## src/rtl/block_xfer_ctrl.sv

```systemverilog
// Instruction control decoder with a block-transfer sequencer.
// Ordinary instructions produce one registered control word. A block
// transfer (mode 11) produces one transfer per edge, one for each set bit of
// the register mask, and raises busy while transfers remain.
module block_xfer_ctrl #(
  parameter int REG_COUNT = 16,
  parameter int ADDR_STEP = 4,
  parameter int OFF_W     = $clog2(REG_COUNT*ADDR_STEP)+1,
  parameter int IDX_W     = $clog2(REG_COUNT)
) (
  input  logic                 clk,
  input  logic                 rst,
  input  logic                 instValid,
  input  logic [1:0]           mode,
  input  logic [3:0]           opcode,
  input  logic                 sIn,
  input  logic [REG_COUNT-1:0] regList,
  input  logic                 upDir,
  input  logic                 freeze,
  input  logic                 flush,
  output logic [3:0]           aluCmd,
  output logic                 memRead,
  output logic                 memWrite,
  output logic                 wbEn,
  output logic                 branch,
  output logic                 sOut,
  output logic                 ctrlValid,
  output logic [IDX_W-1:0]     xferReg,
  output logic [OFF_W-1:0]     xferOff,
  output logic                 xferUp,
  output logic                 lastXfer,
  output logic                 busy
);

  typedef enum logic {IDLE, XFER} state_t;

  state_t                 state_q;
  logic [REG_COUNT-1:0]   mask_q;
  logic [OFF_W-1:0]       off_q;    // offset of the next transfer in a block
  logic                   sLat_q;

  logic [REG_COUNT-1:0]   src_mask;
  logic                   src_up;
  logic [IDX_W-1:0]       pick_idx;
  logic [REG_COUNT-1:0]   rem_mask;
  logic [3:0]             alu_dec;

  // In IDLE the first pick comes straight from the incoming list; in XFER
  // it comes from the latched remainder.
  assign src_mask = (state_q == XFER) ? mask_q : regList;
  assign src_up   = (state_q == XFER) ? xferUp : upDir;

  // Priority pick: lowest set bit when ascending, highest when descending.
  always_comb begin
    pick_idx = '0;
    if (src_up) begin
      for (int i = REG_COUNT-1; i >= 0; i--)
        if (src_mask[i]) pick_idx = IDX_W'(i);
    end else begin
      for (int i = 0; i < REG_COUNT; i++)
        if (src_mask[i]) pick_idx = IDX_W'(i);
    end
  end

  assign rem_mask = src_mask & ~({{(REG_COUNT-1){1'b0}}, 1'b1} << pick_idx);

  // ALU command decode for data-processing opcodes.
  always_comb begin
    case (opcode)
      4'b1101: alu_dec = 4'b0001;
      4'b1111: alu_dec = 4'b1001;
      4'b0100: alu_dec = 4'b0010;
      4'b0101: alu_dec = 4'b0011;
      4'b0010: alu_dec = 4'b0100;
      4'b0110: alu_dec = 4'b0101;
      4'b0000: alu_dec = 4'b0110;
      4'b1100: alu_dec = 4'b0111;
      4'b0001: alu_dec = 4'b1000;
      4'b1010: alu_dec = 4'b0100;
      4'b1000: alu_dec = 4'b0110;
      default: alu_dec = 4'b0001;
    endcase
  end

  // Control FSM: flush clears, freeze holds, otherwise decode or sequence.
  always_ff @(posedge clk or negedge rst) begin
    if (!rst) begin
      state_q <= IDLE;   mask_q <= '0;    off_q <= '0;     sLat_q <= 1'b0;
      aluCmd  <= '0;     memRead <= 1'b0; memWrite <= 1'b0; wbEn <= 1'b0;
      branch  <= 1'b0;   sOut <= 1'b0;    ctrlValid <= 1'b0;
      xferReg <= '0;     xferOff <= '0;   xferUp <= 1'b0;
      lastXfer <= 1'b0;  busy <= 1'b0;
    end else if (flush) begin
      state_q <= IDLE;   mask_q <= '0;    off_q <= '0;     sLat_q <= 1'b0;
      aluCmd  <= '0;     memRead <= 1'b0; memWrite <= 1'b0; wbEn <= 1'b0;
      branch  <= 1'b0;   sOut <= 1'b0;    ctrlValid <= 1'b0;
      xferReg <= '0;     xferOff <= '0;   xferUp <= 1'b0;
      lastXfer <= 1'b0;  busy <= 1'b0;
    end else if (!freeze) begin
      memRead <= 1'b0; memWrite <= 1'b0; wbEn <= 1'b0; branch <= 1'b0;
      sOut <= 1'b0; ctrlValid <= 1'b0; lastXfer <= 1'b0;
      case (state_q)
        IDLE: begin
          if (instValid) begin
            xferReg <= '0;
            xferOff <= '0;
            case (mode)
              2'b00: begin
                aluCmd    <= alu_dec;
                sOut      <= sIn;
                wbEn      <= !(opcode == 4'b1010 || opcode == 4'b1000 || opcode == 4'b0011);
                ctrlValid <= 1'b1;
                lastXfer  <= 1'b1;
              end
              2'b01: begin
                aluCmd    <= 4'b0010;
                wbEn      <= sIn;
                memRead   <= sIn;
                memWrite  <= !sIn;
                ctrlValid <= 1'b1;
                lastXfer  <= 1'b1;
              end
              2'b10: begin
                aluCmd    <= alu_dec;
                branch    <= 1'b1;
                ctrlValid <= 1'b1;
                lastXfer  <= 1'b1;
              end
              default: begin
                aluCmd <= 4'b0010;
                // An empty list is a no-op: nothing latched, nothing emitted.
                if (regList != '0) begin
                  xferUp    <= upDir;
                  sLat_q    <= sIn;
                  xferReg   <= pick_idx;
                  memRead   <= sIn;
                  wbEn      <= sIn;
                  memWrite  <= !sIn;
                  ctrlValid <= 1'b1;
                  mask_q    <= rem_mask;
                  off_q     <= OFF_W'(ADDR_STEP);
                  lastXfer  <= (rem_mask == '0);
                  busy      <= (rem_mask != '0);
                  state_q   <= (rem_mask != '0) ? XFER : IDLE;
                end
              end
            endcase
          end
        end
        XFER: begin
          xferReg   <= pick_idx;
          xferOff   <= off_q;
          memRead   <= sLat_q;
          wbEn      <= sLat_q;
          memWrite  <= !sLat_q;
          ctrlValid <= 1'b1;
          mask_q    <= rem_mask;
          if (rem_mask == '0) begin
            lastXfer <= 1'b1;
            busy     <= 1'b0;
            off_q    <= '0;
            state_q  <= IDLE;
          end else begin
            off_q    <= off_q + OFF_W'(ADDR_STEP);
          end
        end
        default: state_q <= IDLE;
      endcase
    end
  end

endmodule

```

## config.mk

```make
export PLATFORM = sky130hd
export DESIGN_NAME = block_xfer_ctrl
export DESIGN_NICKNAME = d
export VERILOG_FILES = /design/src/rtl/block_xfer_ctrl.sv
export SDC_FILE = /design/constraint.sdc
export NUM_CORES = 1
export LEC_CHECK = 0
export ABC_CLOCK_PERIOD_IN_PS = 3200
export BUFFER_PORTS_ARGS = -buffer_cell sky130_fd_sc_hd__buf_4
export CAP_MARGIN = 20
export CORE_ASPECT_RATIO = 0.6
export CORE_MARGIN = 2
export CORE_UTILIZATION = 57
export CTS_CLUSTER_DIAMETER = 200
export DETAILED_ROUTE_END_ITERATION = 10
export PLACE_DENSITY = 0.8
export SYNTH_ARGS = -nofsm -noshare
export SYNTH_HDL_FRONTEND = slang
export SYNTH_SLANG_ARGS = --single-unit
export TNS_END_PERCENT = 50
```

## constraint.sdc

```tcl
create_clock -name clk -period 3.2 [get_ports clk]
set_clock_uncertainty 0.15 [all_clocks]
set_input_delay 0.16 -clock clk [delete_from_list [all_inputs] [get_ports clk]]
set_output_delay 0.16 -clock clk [all_outputs]
set_load 0.02 [all_outputs]
```

Word level (Yosys, flattened, before mapping). Memories as Yosys holds them, arrays and structs flattened. Cells that the tools add are included.

Logic and storage cells: 181. Output and inout port bits: 24. Input bits: 29. RAM bits: 0. Bits in latches: 0. Bits in read-only memories: 64. Bits in registers: 49. Memories: 1.

Add/sub/neg operators: 1. Divide/modulo/power cells: 0. Shift-type cells: 1. Eq/ne operators: 12. Reduce and logical (&&, ||, !) cells: 18. $lt $le $gt $ge: 0. Bitwise gates (word level): 3. Mux-type cells: 129. $mul: 0.

Memories: (name not given) (words 16, bits a word 4, rd ports 1, clocked after Yosys merged registers in 0, write ports 0, line 69) `case (opcode)`.

Operators by type and width (number): $mux W4 (41); $mux W16 (6); $mux W7 (9); $mux W1 (59); $pmux W16 S2 (1); $reduce_bool A16 Y1 (2); $pmux W7 S2 (2); $pmux W1 S2 (9); $and A16 B16 Y16 (1); $logic_not A16 Y1 (1); $not A16 Y16 (1); $shl A1 B4 Y16 const A (1); $reduce_and A5 Y1 (2); $ne A3 B3 Y1 const B (3); $eq A4 B4 Y1 const B (2); $pmux W4 S2 (1); $add A7 B3 Y7 const B (1); $eq A4 B2 Y1 const B (1); $ne A2 B1 Y1 const B (2); $reduce_and A4 Y1 (1); $reduce_bool A2 Y1 (2); $logic_not A1 Y1 (3); $ne A3 B2 Y1 const B (1); $pmux W1 S3 (1); other kinds (10) (11).

Depth between registers and ports, before layout.
Depth in word-level cells: 29. Depth in mapped cells: 15. Depth with buffers taken out: 9.

Worst setup path before layout. Ideal clock, no wire load.

Path kind: register -> register. From: register state_q. To: register busy. Slack: 287 ps. Data required time: 2904 ps. Setup time: 146 ps. Cell stages (with the launch flop): 11. Arrival time: 2616 ps. Clock period less this slack: 2913 ps. Path through: dfrtp_1 > buf_6 > buf_8 > mux2i_1 > mux2i_1 > nand3_2 > o2bb2a_2 > or3_1 > a311o_1 > nor2_2 > a311oi_1.

Word-level cells in the longest chain between the ends: 28. Elaborated cells on any way between the ends: 51. Those cells by class: eq/ne (4); shift (1); mux (40); bitwise (3); reduce/logical (3).

RTL lines: start, declared (line 37) `state_t state_q;`; start signal, assigned (line 144) `state_q <= (rem_mask != '0) ? XFER : IDLE;`; $mux W16 (line 50) `assign src_mask = (state_q == XFER) ? mask_q : regList;`; $mux W4 (16 in a row) (line 58) `if (src_mask[i]) pick_idx = IDX_W'(i);`; $mux W4 (line 56) `if (src_up) begin`; $shl A1 B4 Y16 (line 65) `assign rem_mask = src_mask & ~({{(REG_COUNT-1){1'b0}}, 1'b1} << pick_idx);`; $not A16 Y16 (line 65); $and A16 B16 Y16 (line 65); $reduce_bool A16 Y1 (line 143) `busy <= (rem_mask != '0);`; $mux W1 (line 132) `if (regList != '0) begin`; $mux W1 (line 107) `case (mode)`; $mux W1 (line 104) `if (instValid) begin`; $pmux W1 S2 (line 102) `case (state_q)`; $mux W1 (line 99) `end else if (!freeze) begin`; $mux W1 (line 93) `end else if (flush) begin`; end signal, assigned (line 143); end, declared (line 32) `output logic busy`.

Parallel ways exist; a longest one is shown, timed or not. The select of a mux whose other input is x is not followed. A chain may end at the register's enable or synchronous reset.

Worst setup path after layout.
From: register state_q. To: register off_q[5].

Word-level cells in the longest chain between the ends: 26. Elaborated cells on any way between the ends: 47. Those cells by class: eq/ne (3); shift (1); mux (38); bitwise (3); reduce/logical (2).

RTL lines: $mux W16 (line 50); $mux W4 (16 in a row) (line 58); $mux W4 (line 56); $shl A1 B4 Y16 (line 65); $not A16 Y16 (line 65); $and A16 B16 Y16 (line 65); $logic_not A16 Y1 (line 158) `if (rem_mask == '0) begin`; $mux W7 (line 158); $pmux W7 S2 (line 102); $mux W7 (line 99); $mux W7 (line 93); end signal, assigned (line 141) `off_q <= OFF_W'(ADDR_STEP);`; end signal, assigned (line 164) `off_q <= off_q + OFF_W'(ADDR_STEP);`; end, declared (line 39) `logic [OFF_W-1:0] off_q;`.

Parallel ways exist; a longest one is shown, timed or not. The select of a mux whose other input is x is not followed.

==> flow_metrics.tcl <==
set metrics [dict create \
    timing.hold.ws_ns 0.0428 \
    failed_checks "setup timing" \
    drive_above_1_share 0.299 \
    synth_seq_cells 46 \
    peakVddDrop_v 0.000227 \
    r2r-start "state_q" \
    overflow 0 \
    clk_pin_slew_worst_paths_ns 0.10 \
    hold_start "regList[1]" \
    post_drt_wl_per_cell_microns 19.9 \
    synth_cells 411 \
    syn_area_per_cell_sq_um 8.12 \
    clockBufferDepth 2 \
    status "finished, violations left" \
    drt-total-wl_microns 11400 \
    syn_to_final_growth_pct 28.9 \
    startpoint_type "flip-flop" \
    io_buffers 52 \
    clkLatencyLatePin_ns 0.31 \
    track_usage 0.353 \
    arrival_ns 3.28 \
    p_leak_nw 1.88 \
    yosys-top-cells-area "dfrtp_1, a21oi_1, nor2_1, mux2i_1, nand2_1" \
    p_per_area_mw_per_mm2 326 \
    internal_power_w 0.000919 \
    setup_viol 6 \
    hold_class "in -> reg" \
    num_rows 21 \
    gp_congestion 1.06 \
    synth-seq-area-share 0.345 \
    route.detailed.drc 0 \
    final_nets 521 \
    vias_per_cell 6.54 \
    cts_buffers 5 \
    synth_flop_cell "dfrtp_1" \
    antenna_left 0 \
    power_frac_seq 0.435 \
    synth_cell_types 64 \
    grt_max_degree 48 \
    first_pass_iters 6 \
    grt_pass1_vias 3407 \
    fmax_mhz 308 \
    switching_share 0.345 \
    yosys_warnings 0 \
    clk_root_buffer_cell "clkbuf_8" \
    synth_top_cell_area_share 0.345 \
    tightest_slew_ns 0.809 \
    drv_slew 0 \
    die_h_microns 63.3 \
    power_frac_clock 0.272 \
    drt-initial-drc-count 588 \
    comb_power_share 0.292 \
    grt_antenna_before_repair 0 \
    final_cells 572 \
    antennaDiodeCount 0 \
    place_inst 554 \
    holdPathStages 3 \
    synthArstFlopShare 1.00 \
    cts_htree_levels 2 \
    syn_nets 441 \
    syn_area_sq_mm 0.00334 \
    place_hpwl_microns 8180 \
    min_period_over_period 1.02 \
    floorplan.initialDensity 0.593 \
    placed_cell_area_sq_mm 0.00396 \
    required_ns 3.23 \
    cp-end-kind "flip-flop" \
    cp-startpoint "state_q" \
    reg2reg_depth 11 \
    finalHoldViolations 0 \
    clock_sinks 46 \
    drv_cap 0 \
    slew_headroom 0.459 \
    synth_edf_count 0 \
    routed-via-count 3739 \
    die_x_microns 103 \
    num_io_pins 53 \
    rsz0062_at_grt "yes" \
    grt_pass1_wl_microns 17800 \
    crit_fanout 7 \
    period_needed_ns 3.25 \
    critPathKind "reg -> reg" \
    power.switching_w 0.000485 \
    synth_area_leader_cell "dfrtp_1" \
    final_area_sq_mm 0.00430 \
    core_area_sq_mm 0.00562 \
    worst_slack_ns -0.0502 \
    dieArea_sq_mm 0.00650 \
    cts_tree "done" \
]
## path summary, 6_finish.rpt
kind                             endpoint  slack, ns
worst max-delay path             off_q[5]      -0.05
worst min-delay path            mask_q[1]       0.04
worst max register to register   off_q[5]      -0.05
worst min register to register    memRead       0.37
max in group asynchronous         state_q       2.22
min in group asynchronous       mask_q[7]       0.23
## metrics by stage
step / worst slack [ns] / power [W] / utilization / setup TNS [ns]
finish: -0.0502 / 0.00140 / 0.765 / -0.250
floorplan: 0.287 / 0.000820 / - / 0
detailed placement: -0.00255 / 0.000981 / 0.705 / -0.00255
global route: -0.138 / 0.00146 / 0.765 / -0.884
global placement: 0.0408 / 0.000977 / 0.705 / 0
CTS: 0.0219 / 0.00136 / 0.733 / 0
## layer usage
metal  wire length, microns  part of all wire  track usage  up-vias
li1                       -                 -            -     1684
met3                   1680              0.15        0.121       19
met4                     97            0.0085       0.0543        0
met5                      0                 0            0        -
met1                   4890              0.43        0.547     1745
met2                   4730              0.41        0.481      291
## layout by cell type, fill, tap and decap left out, types with 10 or more instances in the layout
cell,n
buf_4,91
nor2_1,51
dfrtp_1,45
a21oi_1,40
nand2_1,36
nor3_1,19
nand3_1,13
mux2i_1,12
nor2b_1,10
o21ai_0,10
a22oi_1,10
## cell usage after synthesis, types with 3 or more instances
| cell | count |
|---|---|
| o22ai_1 | 7 |
| a21o_1 | 6 |
| nor3b_1 | 9 |
| nor2b_1 | 10 |
| clkbuf_1 | 16 |
| buf_2 | 4 |
| or2_2 | 5 |
| nor4_1 | 4 |
| nand3_1 | 13 |
| mux2i_1 | 14 |
| a311oi_1 | 3 |
| or3_1 | 4 |
| inv_1 | 7 |
| nor2_1 | 51 |
| mux2_2 | 5 |
| dfrtp_1 | 46 |
| a31oi_1 | 4 |
| a22oi_1 | 10 |
| o21ai_0 | 15 |
| nor3_1 | 22 |
| nand2_1 | 36 |
| o21bai_1 | 3 |
| a32oi_1 | 4 |
| nand2b_1 | 7 |
| a211oi_1 | 4 |
| o31ai_1 | 5 |
| o211ai_1 | 6 |
| a21oi_1 | 43 |
## power groups by stage
| stage | logic, W | registers, W | clock network, W |
|---|---|---|---|
| floorplan | 0.000195 | 0.000625 | 0 |
| global placement | 0.000357 | 0.000620 | 0 |
| detailed placement | 0.000359 | 0.000621 | 0 |
| CTS | 0.000368 | 0.000610 | 0.000385 |
| global route | 0.000438 | 0.000613 | 0.000411 |
| finish | 0.000410 | 0.000611 | 0.000382 |
## registers in the layout, summed over array words and instances (netlist names)
name / flops
aluCmd: 4
branch: 1
busy: 1
ctrlValid: 1
lastXfer: 1
mask_q: 16
memRead: 1
memWrite: 1
off_q: 5
sLat_q: 1
sOut: 1
state_q: 1
wbEn: 1
xferOff: 6
xferReg: 4
xferUp: 1
## repair_timing
item / 4_1_cts / 5_1_grt
setup endpoints to repair: 5 / 8
hold endpoints to repair: 48 / 0
setup buffers: 1 / 5
pin swaps: 0 / 3
resized for setup: 5 / 34
cloned: 0 / 0
hold buffers: 3 / 0
## worst max-delay path, stage by stage (launching register included)
cell and delay [ns]:
dfrtp_2 0.49, buf_6 0.17, buf_8 0.14, nor3_1 0.25, a21oi_1 0.14, o21ai_2 0.28
and3_1 0.24, o2bb2a_2 0.22, or3_1 0.32, a311o_2 0.40, o21ai_1 0.20, nand3_1 0.12
## logic make-up (layout without fill, tap and decap cells)
kind of cell / after synthesis / after routing / synth area share
buffers and inverters: 33 / 114 / 0.0491
DFF: 46 / 46 / 0.345
and+or+nand+nor: 177 / 177 / 0.265
AOI/OAI and AO/OA: 133 / 133 / 0.269
xor gates and xnor gates: 1 / 1 / 0.00263
adders and majority gates: 1 / 1 / 0.00375
muxes: 20 / 20 / 0.0656
## layout make-up
class	instances	area (sq um)
Clock buffer	5	68.8
Clock inverter	3	23.8
Fill cell	415	1320
Inverter	8	32.5
Multi-Input combinational cell	332	2160
Sequential cell	46	1150
Tap cell	80	100
Timing Repair Buffer	98	762
No activity file was read; power rests on OpenSTA's default activity.
